<file path="src/rtl/tangent_divider_if.sv">
// Stream bundle between the CORDIC core, the tangent divider and the timing stage.
// Handshake: cordic_valid_i is a one-cycle strobe with no ready; a tan_o word transfers on any
// rising clock edge where tan_valid_o & tan_ready_i, and tan_valid_o/tan_o hold until then.
interface tangent_divider_if;
   logic        cordic_valid_i;
   logic [15:0] cordic_cos_i;
   logic [15:0] cordic_sin_i;
   logic        tan_valid_o;
   logic        tan_ready_i;
   logic [15:0] tan_o;

   modport slave (
      input  cordic_valid_i, cordic_cos_i, cordic_sin_i, tan_ready_i,
      output tan_valid_o, tan_o
   );

   modport master (
      output cordic_valid_i, cordic_cos_i, cordic_sin_i, tan_ready_i,
      input  tan_valid_o, tan_o
   );
endinterface

</file>
<file path="src/rtl/tangent_divider.sv">
// tan = sin/cos for CORDIC Q1.14 pairs: input FIFO, one-bit-per-cycle restoring divider,
// saturation to +-0x7FFF and a registered valid/ready output.
module tangent_divider #(
   parameter int FRAC_BITS  = 12,
   parameter int FIFO_DEPTH = 4
) (
   input  logic                clk_i,
   input  logic                nrst_i,
   tangent_divider_if.slave    bus,
   output logic                busy_o,
   output logic                overflow_o,
   output logic [2:0]          state_o
);

   localparam int DIV_W = 16 + FRAC_BITS;
   localparam int PTR_W = $clog2(FIFO_DEPTH);
   localparam int CNT_W = $clog2(DIV_W);

   localparam logic [2:0] S_IDLE = 3'd0;
   localparam logic [2:0] S_LOAD = 3'd1;
   localparam logic [2:0] S_DIV  = 3'd2;
   localparam logic [2:0] S_FIN  = 3'd3;
   localparam logic [2:0] S_OUT  = 3'd4;

   logic [2:0]       state_q, state_d;
   logic [31:0]      mem_q [FIFO_DEPTH];
   logic [PTR_W:0]   wr_ptr_q, rd_ptr_q;
   logic             overflow_q;
   logic [15:0]      sin_q, cos_q;
   logic [16:0]      sin_abs_q, cos_abs_q;
   logic             neg_q, zero_q;
   logic [DIV_W-1:0] dvd_q, quot_q;
   logic [16:0]      rem_q;
   logic [CNT_W-1:0] cnt_q;
   logic [15:0]      tan_q;
   logic             tan_valid_q;

   logic             empty, full, push, pop;
   logic [31:0]      head;
   logic [16:0]      sin_ext, cos_ext, sin_abs, cos_abs;
   logic [17:0]      trial;
   logic             trial_ge;
   logic [14:0]      mag;
   logic [15:0]      result;

   // Pointers carry one extra wrap bit so full and empty are distinguishable.
   assign empty = (wr_ptr_q == rd_ptr_q);
   assign full  = (wr_ptr_q[PTR_W] != rd_ptr_q[PTR_W]) &&
                  (wr_ptr_q[PTR_W-1:0] == rd_ptr_q[PTR_W-1:0]);
   assign pop   = (state_q == S_IDLE) && !empty;
   assign push  = bus.cordic_valid_i && (!full || pop);
   assign head  = mem_q[rd_ptr_q[PTR_W-1:0]];

   always_ff @(posedge clk_i) begin
      if (push) mem_q[wr_ptr_q[PTR_W-1:0]] <= {bus.cordic_sin_i, bus.cordic_cos_i};
   end

   always_ff @(posedge clk_i or negedge nrst_i) begin
      if (!nrst_i) begin
         wr_ptr_q   <= '0;
         rd_ptr_q   <= '0;
         overflow_q <= 1'b0;
      end else begin
         if (push) wr_ptr_q <= wr_ptr_q + 1'b1;
         if (pop)  rd_ptr_q <= rd_ptr_q + 1'b1;
         if (bus.cordic_valid_i && !push) overflow_q <= 1'b1;
      end
   end

   // 17-bit magnitudes so that -32768 becomes +32768 without wrapping.
   assign sin_ext = {sin_q[15], sin_q};
   assign cos_ext = {cos_q[15], cos_q};
   assign sin_abs = sin_q[15] ? (17'd0 - sin_ext) : sin_ext;
   assign cos_abs = cos_q[15] ? (17'd0 - cos_ext) : cos_ext;

   assign trial    = {rem_q, dvd_q[DIV_W-1]} - {1'b0, cos_abs_q};
   assign trial_ge = !trial[17];

   always_comb begin
      mag = 15'd0;
      if (zero_q)                 mag = (sin_abs_q == 17'd0) ? 15'd0 : 15'h7FFF;
      else if (|quot_q[DIV_W-1:15]) mag = 15'h7FFF;
      else                        mag = quot_q[14:0];
      result = neg_q ? (16'd0 - {1'b0, mag}) : {1'b0, mag};
   end

   always_comb begin
      state_d = state_q;
      case (state_q)
         S_IDLE: if (!empty) state_d = S_LOAD;
         S_LOAD: state_d = (cos_abs == 17'd0) ? S_FIN : S_DIV;
         S_DIV:  if (cnt_q == '0) state_d = S_FIN;
         S_FIN:  state_d = S_OUT;
         S_OUT:  if (bus.tan_ready_i) state_d = S_IDLE;
         default: state_d = S_IDLE;
      endcase
   end

   always_ff @(posedge clk_i or negedge nrst_i) begin
      if (!nrst_i) begin
         state_q     <= S_IDLE;
         sin_q       <= '0;
         cos_q       <= '0;
         sin_abs_q   <= '0;
         cos_abs_q   <= '0;
         neg_q       <= 1'b0;
         zero_q      <= 1'b0;
         dvd_q       <= '0;
         quot_q      <= '0;
         rem_q       <= '0;
         cnt_q       <= '0;
         tan_q       <= '0;
         tan_valid_q <= 1'b0;
      end else begin
         state_q <= state_d;
         case (state_q)
            S_IDLE: if (pop) {sin_q, cos_q} <= head;
            S_LOAD: begin
               neg_q     <= sin_q[15] ^ cos_q[15];
               sin_abs_q <= sin_abs;
               cos_abs_q <= cos_abs;
               zero_q    <= (cos_abs == 17'd0);
               dvd_q     <= {sin_abs[15:0], {FRAC_BITS{1'b0}}};
               quot_q    <= '0;
               rem_q     <= '0;
               cnt_q     <= CNT_W'(DIV_W - 1);
            end
            S_DIV: begin
               rem_q  <= trial_ge ? trial[16:0] : {rem_q[15:0], dvd_q[DIV_W-1]};
               quot_q <= {quot_q[DIV_W-2:0], trial_ge};
               dvd_q  <= {dvd_q[DIV_W-2:0], 1'b0};
               cnt_q  <= cnt_q - 1'b1;
            end
            S_FIN: begin
               tan_q       <= result;
               tan_valid_q <= 1'b1;
            end
            S_OUT: if (bus.tan_ready_i) tan_valid_q <= 1'b0;
            default: ;
         endcase
      end
   end

   assign bus.tan_o       = tan_q;
   assign bus.tan_valid_o = tan_valid_q;
   assign busy_o          = (state_q != S_IDLE) || !empty;
   assign overflow_o      = overflow_q;
   assign state_o         = state_q;

endmodule

</file>
<file path="src/flat_wrapper.sv">
// flat-port wrapper written by rule: the top's interface ports become plain ports
module tangent_divider_flat 
#(
   parameter int FRAC_BITS  = 12,
   parameter int FIFO_DEPTH = 4
)
  (clk_i, nrst_i, busy_o, overflow_o, state_o, bus_cordic_valid_i, bus_cordic_cos_i, bus_cordic_sin_i, bus_tan_ready_i, bus_tan_valid_o, bus_tan_o);
  tangent_divider_if bus_i ();
  input  logic clk_i;
  input  logic nrst_i;
  output logic busy_o;
  output logic overflow_o;
  output logic [2:0] state_o;
  input wire logic [$bits(bus_i.cordic_valid_i)-1:0] bus_cordic_valid_i;
  input wire logic [$bits(bus_i.cordic_cos_i)-1:0] bus_cordic_cos_i;
  input wire logic [$bits(bus_i.cordic_sin_i)-1:0] bus_cordic_sin_i;
  input wire logic [$bits(bus_i.tan_ready_i)-1:0] bus_tan_ready_i;
  output wire logic [$bits(bus_i.tan_valid_o)-1:0] bus_tan_valid_o;
  output wire logic [$bits(bus_i.tan_o)-1:0] bus_tan_o;
  assign bus_i.cordic_valid_i = bus_cordic_valid_i;
  assign bus_i.cordic_cos_i = bus_cordic_cos_i;
  assign bus_i.cordic_sin_i = bus_cordic_sin_i;
  assign bus_i.tan_ready_i = bus_tan_ready_i;
  assign bus_tan_valid_o = bus_i.tan_valid_o;
  assign bus_tan_o = bus_i.tan_o;
  tangent_divider #(.FRAC_BITS(FRAC_BITS), .FIFO_DEPTH(FIFO_DEPTH)) u_core (.clk_i(clk_i), .nrst_i(nrst_i), .bus(bus_i), .busy_o(busy_o), .overflow_o(overflow_o), .state_o(state_o));
endmodule
</file>
<file path="config.mk">
export PLATFORM = sky130hd
export DESIGN_NAME = tangent_divider_flat
export DESIGN_NICKNAME = d
export VERILOG_FILES = /design/src/rtl/tangent_divider_if.sv /design/src/rtl/tangent_divider.sv /design/src/flat_wrapper.sv
export SDC_FILE = /design/constraint.sdc
export NUM_CORES = 1
export LEC_CHECK = 0
export CAP_MARGIN = 15
export CORE_ASPECT_RATIO = 0.5
export CORE_MARGIN = 3
export CORE_UTILIZATION = 30
export CTS_CLUSTER_SIZE = 14
export DETAILED_ROUTE_END_ITERATION = 12
export DONT_BUFFER_PORTS = 1
export SKIP_CTS_REPAIR_TIMING = 1
export SLEW_MARGIN = 20
export SYNTH_ARGS = -nofsm -noshare
export SYNTH_HDL_FRONTEND = slang
export SYNTH_SLANG_ARGS = --single-unit
</file>
<file path="constraint.sdc">
create_clock -name clk_i -period 4.77 [get_ports clk_i]
set_clock_uncertainty 0.05 [all_clocks]
set_input_delay 0.477 -clock clk_i [delete_from_list [all_inputs] [get_ports clk_i]]
set_output_delay 0.477 -clock clk_i [all_outputs]
set_load 0.01 [all_outputs]
</file>
After elaboration in Yosys (flattened, before gate mapping):

Memory sizes are Yosys's and may differ from the RTL's. A register that Yosys moved wholly into a read port is not among the register bits.
Index checks and enable logic that the tools add are counted.

* flip-flop bits (word level): 141
* memories kept: 1
* memory bits (writable): 128
* input bits: 36
* output and inout port bits: 22
* logic and storage cells: 75

Memories
* u_core.mem_q: words 4, bits a word 32, read ports 1, clocked after memory_dff 1, wr ports 1, RTL line tangent_divider.sv:26 `logic [31:0] mem_q [FIFO_DEPTH];`

* add/sub/neg operators: 7
* reductions and logical operators: 22
* mux-type cells: 20
* bitwise logic cells: 1
* eq/ne operators: 10

Operators by type and width (number)
* 28-bit case mux with 2 select lines: 2
* 17-bit 2-to-1 mux: 3
* 15-bit 2-to-1 mux: 3
* 17-bit zero test: 2
* 17-bit case mux with 2 select lines: 1
* 1-bit by 16-bit subtractor with 17-bit output, first input constant: 2
* 18-bit by 17-bit subtractor with 18-bit output: 1
* 16-bit 2-to-1 mux: 1
* 1-bit by 15-bit subtractor with 16-bit output, first input constant: 1
* 3-bit case mux with 5 select lines: 1
* 13-bit OR reduction: 1
* 5-bit case mux with 2 select lines: 1
* 3-bit 2-to-1 mux: 3
* 3-bit by 1-bit adder with 3-bit output, second input constant: 2
* 3-bit by 2-bit equality test with 1-bit output, second input constant: 2
* 1-bit zero test: 5
* 5-bit zero test: 1
* 5-bit by 1-bit subtractor with 5-bit output, second input constant: 1
* 1-bit logical AND: 4
* 1-bit 2-to-1 mux: 4
* 2-bit != test, second input constant: 2
* 2-bit AND reduction: 2
* 2-bit nonzero test: 2
* 3-bit by 1-bit equality test with 1-bit output, second input constant: 1
* other kinds (11): 12

Logic depth before layout (Yosys ltp):

* word-level depth: 7
* depth in mapped cells: 14
* gate-level depth less buffers: 12

Least setup slack after synthesis:

OpenSTA, ideal clock, no wires.

* path type: register to register
* from: register u_core.rem_q[0]
* to: register u_core.rem_q[10]
* period minus slack after synthesis: 2835 ps
* library setup time: 80 ps
* cell stages (with the launch flop): 14
* setup slack: 1935 ps
* arrival time: 2705 ps
* required time: 4640 ps
* path buffers: 3
* path through: dfrtp_1 -> ha_1 -> nor2b_1 -> o31a_1 -> a2111oi_2 -> o21ai_1 -> nand4_1 -> a31oi_1 -> or3_1 -> buf_2 -> and2_1 -> buf_6 -> buf_6 -> o211ai_2

* word-level cells in the longest chain between the ends: 3

RTL lines
* start: declaration: RTL line tangent_divider.sv:33 `logic [16:0] rem_q;`
* start signal: assignment: RTL line tangent_divider.sv:129 `rem_q <= trial_ge ? trial[16:0] : {rem_q[15:0], dvd_q[DIV_W-1]};`
* 18-bit by 17-bit subtractor with 18-bit output: RTL line tangent_divider.sv:76 `assign trial = {rem_q, dvd_q[DIV_W-1]} - {1'b0, cos_abs_q};`
* 17-bit 2-to-1 mux: RTL line tangent_divider.sv:129
* 17-bit case mux with 2 select lines: RTL line tangent_divider.sv:116 `case (state_q)`

Every way passes these cells.
A chain may end at the register's enable or synchronous reset.

Final worst setup path:

* from: register u_core.quot_q[17]
* to: register u_core.tan_q[14] (netlist: u_core.bus.tan_o[14])

* word-level cells in the longest chain between the ends: 5

RTL lines
* start: declaration: RTL line tangent_divider.sv:32 `logic [DIV_W-1:0] dvd_q, quot_q;`
* start signal: assignment: RTL line tangent_divider.sv:130 `quot_q <= {quot_q[DIV_W-2:0], trial_ge};`
* 13-bit OR reduction *: RTL line tangent_divider.sv:82 `else if (|quot_q[DIV_W-1:15]) mag = 15'h7FFF;`
* 15-bit 2-to-1 mux *: RTL line tangent_divider.sv:82
* 15-bit 2-to-1 mux *: RTL line tangent_divider.sv:81 `if (zero_q) mag = (sin_abs_q == 17'd0) ? 15'd0 : 15'h7FFF;`
* 1-bit by 15-bit subtractor with 16-bit output: RTL line tangent_divider.sv:84 `result = neg_q ? (16'd0 - {1'b0, mag}) : {1'b0, mag};`
* 16-bit 2-to-1 mux *: RTL line tangent_divider.sv:84
* end signal: assignment: RTL line tangent_divider.sv:135 `tan_q <= result;`
* end: declaration: RTL line tangent_divider.sv:35 `logic [15:0] tan_q;`

Every way passes the cells marked *; elsewhere a longest branch is shown, timed or not.

==> flow_summary.toml <==
[route]
drt_first_iter_violations = 533
detail_route.vias_per_cell = 5.00
route.vias.total = 8294
post_route_wl_microns = 26500
ant_nets = 0
route.detailed.drc = 0
detailedRoute.firstPassIterationCount = 7
wire_per_inst_microns = 15.9

[worst_setup_path]
crit_slowest_cell = "nand4_1"
peak_fanout_along_the_critical_path = 20
path_class = "register to register"
timing.critical_path.from_type = "register"
cp_num_buf_inv = 0
critical_path.max_stage_delay_ns = 0.61
worst_reg2reg_path_startpoint = "u_core.quot_q[17]$_DFFE_PN0P_"
timing.reg2reg.setup_slack_ns = 1.19
timing_startpoint_of_the_critical_path = "u_core.quot_q[17]$_DFFE_PN0P_"
timing.rr.end = "u_core.bus.tan_o[14]$_DFFE_PN0P_"
worstSetupPathDepth = 10
worst_path_required_time_ns = 5.12
worst_r2r_path_depth = 10
critical_path_arrival_ns = 3.93
timing.critical_path.cells = "or4_4 -> nor3_4 -> nand4_1 -> o21ai_0 -> ha_1 -> nand3_1 -> o21a_1 -> a31oi_1 -> xnor2_1 -> o21ai_1"
cp-end-kind = "register"
setup.worst_path.end = "u_core.bus.tan_o[14]$_DFFE_PN0P_"
worst_path_dominant_cell_family = "simple AND/OR/NAND/NOR gates"

[grt]
grt.busiest_layer = "met2"
gr-usage-met1_pct = 15.2
grt_start_max_net_pins = 162
initial_antenna_violation_count = 1
groute.usage.overall_pct = 11.3
grtUsageMet2_pct = 19.3
grt-ovfl-total = 0
grt_pass1_wl_microns = 44000
grt_use_met3_pct = 1.80
first_global_vias = 8161

[clock_tree]
clock_tree.root_cell = "clkbuf_16"
cts-buffers-inserted = 29
htreeDepth = 1
cts.clk_slew.worst_paths_ns = 0.06
insertion_delay_ns = 0.55
cts.sink_count = 289
cts_buffer_depth = 3
tritoncts = "yes"

[die]
initial_utilization_pct = 30.9
fp.coreArea_sq_mm = 0.0426
die_area_sq_mm = 0.0466
chipWidth_microns = 302
ios = 58
fp-row-count = 53
floorplan.die.height_microns = 154

[min_path]
hold_class = "input port to register"
min_path_cells = 2

[sta]
rsz0062_at_grt = "false"
period_needed_ns = 3.58
worst_slew_pin_tran_ns = 0.997
tns_ns = 0
achievable-frequency_ghz = 0.279
slew_viol_final = 0
slew_headroom_pct = 33.4
hold_violations = 0
layout_worst_path_cycle_share_pct = 75.2
finalSetupViolations = 0

[pwr]
power_density_mw_per_mm2 = 689
vdd_ir_drop_max_mv = 0.498
total_leakage_power_uw = 0.00585

[synthesis]
ys_ff_latch = 289
yosysTopAreaCellShare_pct = 30.6
syn_area_per_cell_sq_um = 12.7
synth_cell_type_count = 68
async_set_or_reset_flop_fraction_in_the_synthesized_netlist_pct = 55.7
synthesis.area_sq_mm = 0.0132
synthesis.instances = 1041
yosys-top-cells-area = "dfrtp_1 31%, edfxtp_1 29%, mux4_2 5.5%"
synth_enable_flop_cells = 128
synth_nets = 1105
postSynth.topFlopCell = "dfrtp_1"
ys.warnings.count = 0
netlist.top_cell.by_area = "dfrtp_1"
synth.yosys.seq_area_share_pct = 59.8

[cells_and_area]
final_layout_size_suffix_gt1_share_pct = 13.5
nets = 1124
final_common_cell = "dfrtp_1"
area_delta_synth_final_pct = 14.4
post-route-cell-area_sq_mm = 0.0151
layout_common_cells = "160 x dfrtp_1, 128 x edfxtp_1, 112 x nand2_1, 72 x o21ai_0, 50 x nor2_1"

[place]
portBuffers = 0
routabilityCongestion = 0.841
dp_hpwl_microns = 16900
placement.cell_area_sq_mm = 0.0138

[run_status]
status = "complete, no violations"

[run]
maxCapViolations = 0
registers in the layout, summed over array words and instances (netlist names):
signal / count
u_core.cnt_q: 5
u_core.rem_q: 17
u_core.neg_q: 1
u_core.overflow_o: 1
u_core.bus.tan_o: 16
u_core.wr_ptr_q: 3
u_core.quot_q: 28
u_core.sin_q: 16
u_core.sin_abs_q: 17
u_core.state_o: 3
u_core.dvd_q: 16
u_core.cos_abs_q: 17
u_core.zero_q: 1
u_core.cos_q: 16
u_core.mem_q: 128
u_core.rd_ptr_q: 3
u_core.bus.tan_valid_o: 1
synthesized netlist by cell type (all sizes together), types with 2 or more instances:
cell	number
dfrtp	161
edfxtp	128
nand2	112
o21ai	90
nor2	51
clkbuf	47
mux4	32
inv	31
mux2	29
a22o	28
xor2	28
ha	27
xnor2	27
a21oi	23
nor3	20
nand3	18
nand4	18
a21o	17
o211ai	17
a221o	14
buf	12
nor2b	11
and2	9
o31ai	9
o21a	8
or3	8
o41ai	7
a31oi	6
nor4	6
nand2b	5
a22oi	4
nand3b	4
o31a	4
or2	4
or4	4
nor3b	3
a2111oi	2
a211oi	2
mux2i	2
nor4b	2
layout make-up:
type,count,area (sq um)
diodes,1,2.50
clock buffers,45,836
clock inverters,7,77.6
fillers,4075,27600
inverters,31,116
multi-input cells,662,4960
flip-flops and latches,289,7870
well taps,577,722
repair buffers,47,478
routing by layer:
metal / part of all wire, % / wire, microns
met3: 3.3 / 880
met1: 46 / 12100
met2: 49 / 13000
met4: 2.0 / 532
met5: 0 / 0
power by group:
part | switching [uW] | total, uW | internal, uW
Sequential | 636 | 4030 | 3400
Combinational | 2330 | 4180 | 1850
Clock | 917 | 2180 | 1260
Total | 3890 | 10400 | 6500
worst min-delay path by stage:
| stage | start | to | slack, ns |
|---|---|---|---|
| floorplan | nrst_i | u_core.bus.tan_o[0]$_DFFE_PN0P_ | 0.13 |
| global placement | nrst_i | u_core.bus.tan_o[15]$_DFFE_PN0P_ | 0.14 |
| detailed placement | nrst_i | u_core.bus.tan_o[13]$_DFFE_PN0P_ | 0.13 |
| CTS | nrst_i | u_core.bus.tan_o[13]$_DFFE_PN0P_ | -0.46 |
| global route | bus_tan_ready_i | u_core.state_o[2]$_DFFE_PN0P_ | 0.02 |
| finish | bus_tan_ready_i | u_core.state_o[2]$_DFFE_PN0P_ | 0.04 |
worst reg2reg max path, delay by kind of cell, from the launching register on:
family,cells,cell delay (ns)
flops,1,0.40
simple gates,4,1.48
compound gates,4,1.09
xor+xnor,1,0.14
fa+ha+maj,1,0.28
stage by stage:
step	power [uW]	worst slack, ns	hold slack (ns)	instances	util, %
after floorplan	7230	1.94	0.131	1041	-
after global placement	8020	1.34	0.135	1570	32.3
after detailed placement	8160	1.23	0.134	1570	32.3
after CTS	10400	1.24	-0.460	1622	34.4
after global routing	11200	0.925	0.0164	1659	35.3
final	10400	1.19	0.0449	1659	35.3
cells by family after synthesis:
kind of cell               count (synthesis)  share of synthesized area (%)
DFF                                      289                           59.8
buffers and inverters                     90                           2.70
xor gates and xnor gates                  55                           3.66
and+or+nand+nor                          278                           10.3
AOI/OAI and AO/OA                        238                           12.8
muxes                                     63                           8.10
adders and majority gates                 28                           2.72
Power figures use the tool's default switching activity.
